--- src/rtl/scoreboard_pkg.sv ---
// Shared scoreboard types and sizing: 4 entries per warp, 2-bit ScbID, 5-bit RegID.
package scoreboard_pkg;

  localparam int unsigned NUM_ENTRIES = 4;
  localparam int unsigned SCBID_W     = 2;
  localparam int unsigned REGID_W     = 5;

  typedef logic [SCBID_W-1:0] scbid_t;
  typedef logic [REGID_W-1:0] regid_t;

  typedef struct packed {
    logic   valid;
    regid_t dst;
    logic   wb_pend;
    logic   incomplete;
  } entry_t;

  // Lowest-index invalid entry; 0 when every entry is valid.
  function automatic scbid_t first_free(input logic [NUM_ENTRIES-1:0] valid);
    scbid_t idx;
    idx = '0;
    for (int k = NUM_ENTRIES - 1; k >= 0; k--) begin
      if (!valid[k]) idx = scbid_t'(k);
    end
    return idx;
  endfunction

endpackage

--- src/rtl/scoreboard_warp.sv ---
// Four-entry scoreboard for one warp: allocation, writeback/replay clears and hazard detection.
module scoreboard_warp
  import scoreboard_pkg::*;
(
  input  logic   clk,
  input  logic   rst,
  input  logic   alloc,
  input  regid_t src1,
  input  regid_t src2,
  input  regid_t dst,
  input  logic   src1_valid,
  input  logic   src2_valid,
  input  logic   dst_valid,
  input  logic   replayable,
  input  logic   replay_complete,
  input  scbid_t replay_scbid,
  input  logic   replay_sw,
  input  logic   clear,
  input  scbid_t clear_scbid,
  output logic   full,
  output logic   empty,
  output logic   dependent,
  output scbid_t scbid
);

  entry_t [NUM_ENTRIES-1:0] ent_q, ent_d;
  logic   [NUM_ENTRIES-1:0] valid_vec;
  logic   [NUM_ENTRIES-1:0] clr_hit;
  logic   [NUM_ENTRIES-1:0] rc_hit;
  logic                     alloc_en;

  always_comb begin
    valid_vec = '0;
    clr_hit   = '0;
    rc_hit    = '0;
    for (int k = 0; k < NUM_ENTRIES; k++) begin
      valid_vec[k] = ent_q[k].valid;
      clr_hit[k]   = clear && (clear_scbid == scbid_t'(k));
      rc_hit[k]    = replay_complete && (replay_scbid == scbid_t'(k));
    end
  end

  assign full  = &valid_vec;
  assign empty = ~|valid_vec;
  assign scbid = first_free(valid_vec);

  // An instruction with neither a destination nor a replay needs no tracking.
  assign alloc_en = alloc && !full && (dst_valid || replayable);

  always_comb begin
    dependent = 1'b0;
    for (int k = 0; k < NUM_ENTRIES; k++) begin
      if (ent_q[k].valid && ent_q[k].wb_pend &&
          ((src1_valid && (ent_q[k].dst == src1)) ||
           (src2_valid && (ent_q[k].dst == src2)) ||
           (dst_valid  && (ent_q[k].dst == dst)))) begin
        dependent = 1'b1;
      end
    end
  end

  always_comb begin
    ent_d = ent_q;
    for (int k = 0; k < NUM_ENTRIES; k++) begin
      if (alloc_en && (scbid == scbid_t'(k))) begin
        ent_d[k].valid      = 1'b1;
        ent_d[k].dst        = dst;
        ent_d[k].wb_pend    = dst_valid;
        ent_d[k].incomplete = replayable;
      end else if (ent_q[k].valid) begin
        if (clr_hit[k]) ent_d[k].wb_pend    = 1'b0;
        if (rc_hit[k])  ent_d[k].incomplete = 1'b0;
        // Free once nothing is outstanding; an SW completion retires the entry outright.
        if ((rc_hit[k] && replay_sw) || (!ent_d[k].wb_pend && !ent_d[k].incomplete)) begin
          ent_d[k] = '0;
        end
      end
    end
  end

  always_ff @(posedge clk) begin
    if (rst) ent_q <= '0;
    else     ent_q <= ent_d;
  end

  a_alloc_full : assert property (@(posedge clk) disable iff (rst) !(alloc && full))
    else $warning("scoreboard_warp: RP_grt on a full warp ignored");
  a_clear_valid : assert property (@(posedge clk) disable iff (rst)
                                   clear |-> valid_vec[clear_scbid])
    else $warning("scoreboard_warp: WB clear to invalid entry ignored");
  a_replay_valid : assert property (@(posedge clk) disable iff (rst)
                                    replay_complete |-> valid_vec[replay_scbid])
    else $warning("scoreboard_warp: replay completion to invalid entry ignored");

endmodule

--- src/rtl/scoreboard.sv ---
// Per-warp register scoreboard: splits the flattened IBuffer buses and decodes the WB clear.
module scoreboard
  import scoreboard_pkg::*;
#(
  parameter int unsigned NUM_WARPS    = 8,
  parameter int unsigned LOGNUM_WARPS = $clog2(NUM_WARPS)
) (
  input  logic                           clk,
  input  logic                           rst,
  input  logic [NUM_WARPS-1:0]           RP_grt_IB_Scb,
  input  logic [REGID_W*NUM_WARPS-1:0]   src1_flattened_IB_Scb,
  input  logic [REGID_W*NUM_WARPS-1:0]   src2_flattened_IB_Scb,
  input  logic [REGID_W*NUM_WARPS-1:0]   dst_flattened_IB_Scb,
  input  logic [NUM_WARPS-1:0]           src1_valid_IB_Scb,
  input  logic [NUM_WARPS-1:0]           src2_valid_IB_Scb,
  input  logic [NUM_WARPS-1:0]           dst_valid_IB_Scb,
  input  logic [NUM_WARPS-1:0]           replayable_IB_Scb,
  input  logic [NUM_WARPS-1:0]           replay_complete_IB_Scb,
  input  logic [SCBID_W*NUM_WARPS-1:0]   replay_complete_ScbID_flattened_IB_Scb,
  input  logic [NUM_WARPS-1:0]           replay_SW_LWbar_IB_Scb,
  input  logic                           Clear_Valid_WB_Scb,
  input  logic [LOGNUM_WARPS-1:0]        Clear_WarpID_WB_Scb,
  input  logic [SCBID_W-1:0]             Clear_ScbID_WB_Scb,
  output logic [NUM_WARPS-1:0]           full_Scb_IB,
  output logic [NUM_WARPS-1:0]           empty_Scb_IB,
  output logic [NUM_WARPS-1:0]           dependent_Scb_IB,
  output logic [SCBID_W*NUM_WARPS-1:0]   ScbID_flattened_Scb_IB
);

  logic [NUM_WARPS-1:0] clear_vec;

  always_comb begin
    clear_vec = '0;
    for (int i = 0; i < NUM_WARPS; i++) begin
      clear_vec[i] = Clear_Valid_WB_Scb && (Clear_WarpID_WB_Scb == LOGNUM_WARPS'(i));
    end
  end

  for (genvar i = 0; i < NUM_WARPS; i++) begin : g_warp
    scoreboard_warp u_warp (
      .clk             (clk),
      .rst             (rst),
      .alloc           (RP_grt_IB_Scb[i]),
      .src1            (src1_flattened_IB_Scb[i*REGID_W +: REGID_W]),
      .src2            (src2_flattened_IB_Scb[i*REGID_W +: REGID_W]),
      .dst             (dst_flattened_IB_Scb[i*REGID_W +: REGID_W]),
      .src1_valid      (src1_valid_IB_Scb[i]),
      .src2_valid      (src2_valid_IB_Scb[i]),
      .dst_valid       (dst_valid_IB_Scb[i]),
      .replayable      (replayable_IB_Scb[i]),
      .replay_complete (replay_complete_IB_Scb[i]),
      .replay_scbid    (replay_complete_ScbID_flattened_IB_Scb[i*SCBID_W +: SCBID_W]),
      .replay_sw       (replay_SW_LWbar_IB_Scb[i]),
      .clear           (clear_vec[i]),
      .clear_scbid     (Clear_ScbID_WB_Scb),
      .full            (full_Scb_IB[i]),
      .empty           (empty_Scb_IB[i]),
      .dependent       (dependent_Scb_IB[i]),
      .scbid           (ScbID_flattened_Scb_IB[i*SCBID_W +: SCBID_W])
    );
  end

endmodule

--- config.mk ---
export PLATFORM = sky130hd
export DESIGN_NAME = scoreboard
export DESIGN_NICKNAME = d
export VERILOG_FILES = /design/src/rtl/scoreboard_pkg.sv /design/src/rtl/scoreboard_warp.sv /design/src/rtl/scoreboard.sv
export SDC_FILE = /design/constraint.sdc
export NUM_CORES = 1
export LEC_CHECK = 0
export ABC_CLOCK_PERIOD_IN_PS = 2200
export CORE_MARGIN = 4
export CORE_UTILIZATION = 45
export DETAILED_ROUTE_END_ITERATION = 8
export PLACE_DENSITY_LB_ADDON = 0.08
export SLEW_MARGIN = 20
export SYNTH_ARGS = -nofsm -noshare
export SYNTH_HDL_FRONTEND = slang
export SYNTH_SLANG_ARGS = --single-unit
--- constraint.sdc ---
create_clock -name clk -period 2.2 [get_ports clk]
set_input_delay 0.33 -clock clk [delete_from_list [all_inputs] [get_ports clk]]
set_output_delay 0.33 -clock clk [all_outputs]
set_load 0.01 [all_outputs]
; ---- Word-level counts from Yosys, hierarchy flattened
; Index checks and enable logic that the tools add are counted.
[op_classes]
n_eq_ne = 154
n_mux = 352
reduce_logical = 658
[ops]
columns = operator, n
row1 = $mux W8, 96
row2 = $eq A5 B5 Y1, 96
row3 = $logic_and A1 B1 Y1, 344
row4 = $mux W1, 224
row5 = $reduce_bool A2 Y1, 64
row6 = $logic_or A1 B1 Y1, 104
row7 = $logic_not A1 Y1, 80
row8 = $eq A2 B2 Y1 const B, 34
row9 = $mux W2, 32
row10 = $reduce_and A2 Y1, 32
row11 = $eq A2 B1 Y1 const B, 17
row12 = $logic_not A2 Y1, 17
row13 = $reduce_and A4 Y1, 8
row14 = $reduce_or A4 Y1, 8
row15 = $eq A3 B3 Y1 const B, 4
row16 = $eq A3 B2 Y1 const B, 2
row17 = $eq A3 B1 Y1 const B, 1
row18 = $logic_not A3 Y1, 1
[totals]
reg_bits = 256
inputBits = 200
output_inout_bits = 40
wordCells = 1292

; ---- Logic depth before layout (Yosys ltp)
[depth]
word_depth = 13
ltp_mapped = 7
depth_no_buf = 5

; ---- By module
; A second synthesis with hierarchy kept.
[hier_totals]
cells_unflattened = 2144
area_unflattened_um2 = 18472.7
[modules_own_cells]
columns = mod, n_inst, cells_each, area_each_um2, seq_area_each_um2
row1 = scoreboard_warp, 8, 267, 2297.2, 640.6
row2 = scoreboard, 1, 8, 95.1, 0.0

; ---- Worst setup path before layout
; No wires, ideal clock.
[synth_path]
path_kind = input -> output
startpoint = in dst_flattened_IB_Scb[22]
endpoint = out dependent_Scb_IB[4]
t_arrival_ps = 1488
required_ps = 1870
setup_slack_ps = 382
cell_stages = 7
n_path_buf = 2
path_cell_list = clkbuf_1 xor2_1 nor4_1 nand4_1 nand4_1 or3_1 buf_4
[synth_via]
elab_chain_len = 8
elab_cells_between_ends = 20
cone_classes = eq/ne (4) / mux (4) / reduce/logical (12)
[synth_lines]
columns = element, line_no
row1 = start: declaration, scoreboard.sv:13  ; input logic [REGID_W*NUM_WARPS-1:0] dst_flattened_IB_Scb,
row2 = $eq A5 B5 Y1, scoreboard_warp.sv:56  ; (dst_valid && (ent_q[k].dst == dst)))) begin
row3 = $logic_and A1 B1 Y1, scoreboard_warp.sv:56
row4 = $logic_or A1 B1 Y1, scoreboard_warp.sv:55  ; (src2_valid && (ent_q[k].dst == src2)) ||
row5 = $logic_and A1 B1 Y1, scoreboard_warp.sv:53  ; if (ent_q[k].valid && ent_q[k].wb_pend &&
row6 = $mux W1 (3 in series), scoreboard_warp.sv:53
row7 = $mux W1 *, scoreboard_warp.sv:53
row8 = end: declaration, scoreboard.sv:26  ; output logic [NUM_WARPS-1:0] dependent_Scb_IB,
; Mark *: on every way between the ends. The rest lies on a longest branch, timed or not.

; ---- Final worst setup path
[layout_path]
startpoint = in dst_flattened_IB_Scb[4]
endpoint = out dependent_Scb_IB[0]
; Same word-level chain as after synthesis.

==> results.json <==
{
  "cts_sinks": 256,
  "synth_area_per_cell_sq_um": 8.295,
  "cts_max_path_buffers": 3,
  "fin_nets": 2771,
  "start_util_pct": 45.48,
  "syn2layout_area_growth_pct": 38.48,
  "die_h_um": 205.6,
  "skew_ps": 12.92,
  "overflow": 0,
  "largest_register_ffs": 256,
  "crit_family": "buffers and inverters",
  "core_sq_mm": 0.03865,
  "crit_slowest_cell": "clkdlybuf4s50_1",
  "first_global_vias": 17210,
  "grt_max_degree": 45,
  "synth_area_leaders": "dfxtp_1, xor2_1, xnor2_1",
  "r2r_slack_ps": 420,
  "cts_max_level": 1,
  "hp-class": "input port to register",
  "crit_required_ps": 1870,
  "swShare_pct": 27.22,
  "crit_path_end_kind": "output port",
  "rsz0062_at_grt": "yes",
  "syn-cell-area_sq_mm": 0.01758,
  "cellPowerDensity_mw_per_mm2": 517.9,
  "ant_nets": 0,
  "rows": 72,
  "power.switching_uw": 3432,
  "gp_congestion": 1.033,
  "clock_latency_ps": 550,
  "synth_edf_count": 0,
  "synth_cell_types": 81,
  "wl_mm": 59.04,
  "firstDrtPassIters": 7,
  "power_frac_comb_pct": 19.3,
  "ios": 240,
  "peakVddDrop_uv": 532.1,
  "synthTopCellsByCount": "xor2_1, dfxtp_1, nor2_1",
  "wl_per_cell_um": 18.95,
  "fin_cells": 3115,
  "crit_chain": "clkdlybuf4s50_1 > buf_6 > xor2_1 > nor4_1 > nand4_1 > nand4_1 > or3_1 > buf_2",
  "finalMaxSlewViolations": 0,
  "crit_buf_inv": 3,
  "dpl.hpwl_mm": 45.24,
  "crit_path_start_kind": "input port",
  "synth_seq_area_share_pct": 29.16,
  "path_class": "input port to output port",
  "rr_endpoint": "g_warp[2].u_warp.ent_q[19]$_SDFFE_PP0P_",
  "fp.dieW_um": 205.6,
  "via_per_inst": 5.631,
  "dp_cells": 3044,
  "port_buffers": 239,
  "fmax_mhz": 429.7,
  "drc_errors": 0,
  "path_depth": 8,
  "clkTransAtPathRegs_ps": 60,
  "hold_violations": 0,
  "yosysMostFrequentCell": "xor2_1",
  "tightest_slew_ps": 952.6,
  "p_seq_share_pct": 38.6,
  "synth_nets": 2319,
  "outcome": "finished, violations left",
  "synth.top_cell.area_share_pct": 29.16,
  "fin_tns_setup_ps": -541.6,
  "dieArea_sq_mm": 0.04229,
  "root_buffer": "clkbuf_16",
  "syn_inst": 2119,
  "fill_cells": 3437,
  "vias": 17540,
  "biggestRegsByFlops": "g_warp.u_warp.ent_q: 256 flops",
  "antenna_found_initial": 6,
  "synth_top_area_cell": "dfxtp_1",
  "relSlewSlack_pct": 35.91,
  "worstReg2RegStart": "g_warp[2].u_warp.ent_q[15]$_SDFF_PP0_",
  "regMostFlops": "g_warp.u_warp.ent_q",
  "violations": "setup timing",
  "setup_violations": 8,
  "cts_tree": "done",
  "critPathMaxStageDelay_ps": 470,
  "drv_cap": 0,
  "async_flop_share_pct": 0,
  "hold_buffers": 0,
  "period_share_pct": 105.8,
  "grt_pass1_wl_mm": 92.40,
  "ys_ff_latch": 256,
  "timing.final.ws_setup_ps": -127.1,
  "drive_above_1_share_pct": 25.75,
  "critPathCapture": "dependent_Scb_IB[0]",
  "p_int_uw": 9176,
  "worstPathMaxFanout": 6,
  "worst_ep_arrival_time_ps": 2000,
  "dr.first_iter.drc_count": 1126,
  "gr-usage-all-layers_pct": 26.62,
  "path_common_cell": "nand4_1",
  "crit_path_start": "dst_flattened_IB_Scb[4]",
  "p_leak_uw": 0.01025,
  "cts_buffers": 31,
  "synth_top_flop_cell": "dfxtp_1",
  "pwr-share-clk_pct": 42.1,
  "rr_worst_depth": 4,
  "ys.warnings.count": 0,
  "layout_min_cycle_time_ps": 2327
}
[worst min path at each step]
stage               cells after the start                                     from  slack (ps)                                      end
floorplan                               2  g_warp[7].u_warp.ent_q[24]$_SDFFE_PP0P_         440  g_warp[7].u_warp.ent_q[24]$_SDFFE_PP0P_
global placement                        2  g_warp[7].u_warp.ent_q[24]$_SDFFE_PP0P_         450  g_warp[7].u_warp.ent_q[24]$_SDFFE_PP0P_
detailed placement                      2  g_warp[7].u_warp.ent_q[24]$_SDFFE_PP0P_         450  g_warp[7].u_warp.ent_q[24]$_SDFFE_PP0P_
CTS                                     2                                      rst         140  g_warp[7].u_warp.ent_q[28]$_SDFFE_PP0P_
global route                            2                                      rst         180   g_warp[3].u_warp.ent_q[2]$_SDFFE_PP0P_
finish                                  2                                      rst         160  g_warp[7].u_warp.ent_q[28]$_SDFFE_PP0P_
[stage by stage]
stage	total power, uW	hold slack, ps	instance area, sq um	util, %	setup WS, ps
floorplan	6139	436.8	17580	-	381.7
global placement	7357	445.2	22380	57.90	-601.6
detailed placement	7384	450.0	22380	57.90	-598.7
CTS	12680	143.8	23920	61.90	-147.1
global route	13140	181.0	24340	62.98	-189.7
finish	12610	155.4	24340	62.99	-127.1
[worst register-to-register path: stages (launching register included)]
cell     delay [ps]
dfxtp_1         320
buf_4           180
nand2_1         160
nor4_1          810
a22o_1          240
[layout by cell type (no fill, tap or decap), types with 31 or more instances in the layout]
master | netlist | final
nand4_1 | 127 | 127
inv_1 | 66 | 66
dfxtp_2 | 0 | 89
nand3_1 | 31 | 31
xor2_1 | 384 | 346
dfxtp_4 | 0 | 68
dlygate4sd2_1 | 0 | 83
clkdlybuf4s50_1 | 0 | 135
nor2_1 | 137 | 134
buf_4 | 25 | 318
nand3b_1 | 47 | 47
nor4_1 | 107 | 83
clkbuf_16 | 0 | 31
and2_1 | 41 | 41
a22o_1 | 59 | 59
xor2_2 | 0 | 38
a22oi_1 | 48 | 48
o21ai_0 | 52 | 52
nand2b_1 | 37 | 37
dfxtp_1 | 256 | 99
a21oi_1 | 79 | 76
nand2_1 | 103 | 102
xnor2_1 | 96 | 95
[kinds of logic after synthesis]
group,after synthesis,share of synthesized area (%)
XOR/XNOR,480,23.92
AND/OR/NAND/NOR,729,23.18
AO/OA/AOI/OAI,425,17.85
multiplexers,9,0.5196
flip-flops,256,29.16
buffers and inverters,220,5.381
[metal layers]
metal / wire length [um] / GRT usage, % / up-vias
met5: 54 / 0 / -
met3: 3428 / 3.861 / 113
met2: 27200 / 43.65 / 500
met4: 1448 / 6.675 / 8
li1: - / - / 8510
met1: 26910 / 36.91 / 8411
[power by group through the flow]
stage / sequential, uW / clock [uW] / combinational, uW
after floorplan: 4970 / 0 / 1170
after global placement: 5010 / 0 / 2350
after detailed placement: 5010 / 0 / 2370
after CTS: 4870 / 5430 / 2380
after global routing: 4880 / 5630 / 2630
final: 4870 / 5310 / 2430
[what timing repair did]
item,4_1_cts,5_1_grt
buffers inserted,12,1
setup endpoints to repair,40,12
resized for setup,359,87
cloned,0,0
pin swaps,61,21
[area by class of cell]
type | count | area, sq um | share of cell area (%)
inverter | 66 | 247.7 | 1.018
clock buffer | 43 | 890.9 | 3.660
clock inverter | 13 | 170.2 | 0.6990
antenna | 3 | 7.507 | 0.03084
multi-input combinational | 1643 | 12010 | 49.32
sequential | 256 | 5492 | 22.56
timing repair buffer | 573 | 4880 | 20.05
tap | 518 | 648.1 | 2.663
(Power assumes the default switching activity.)
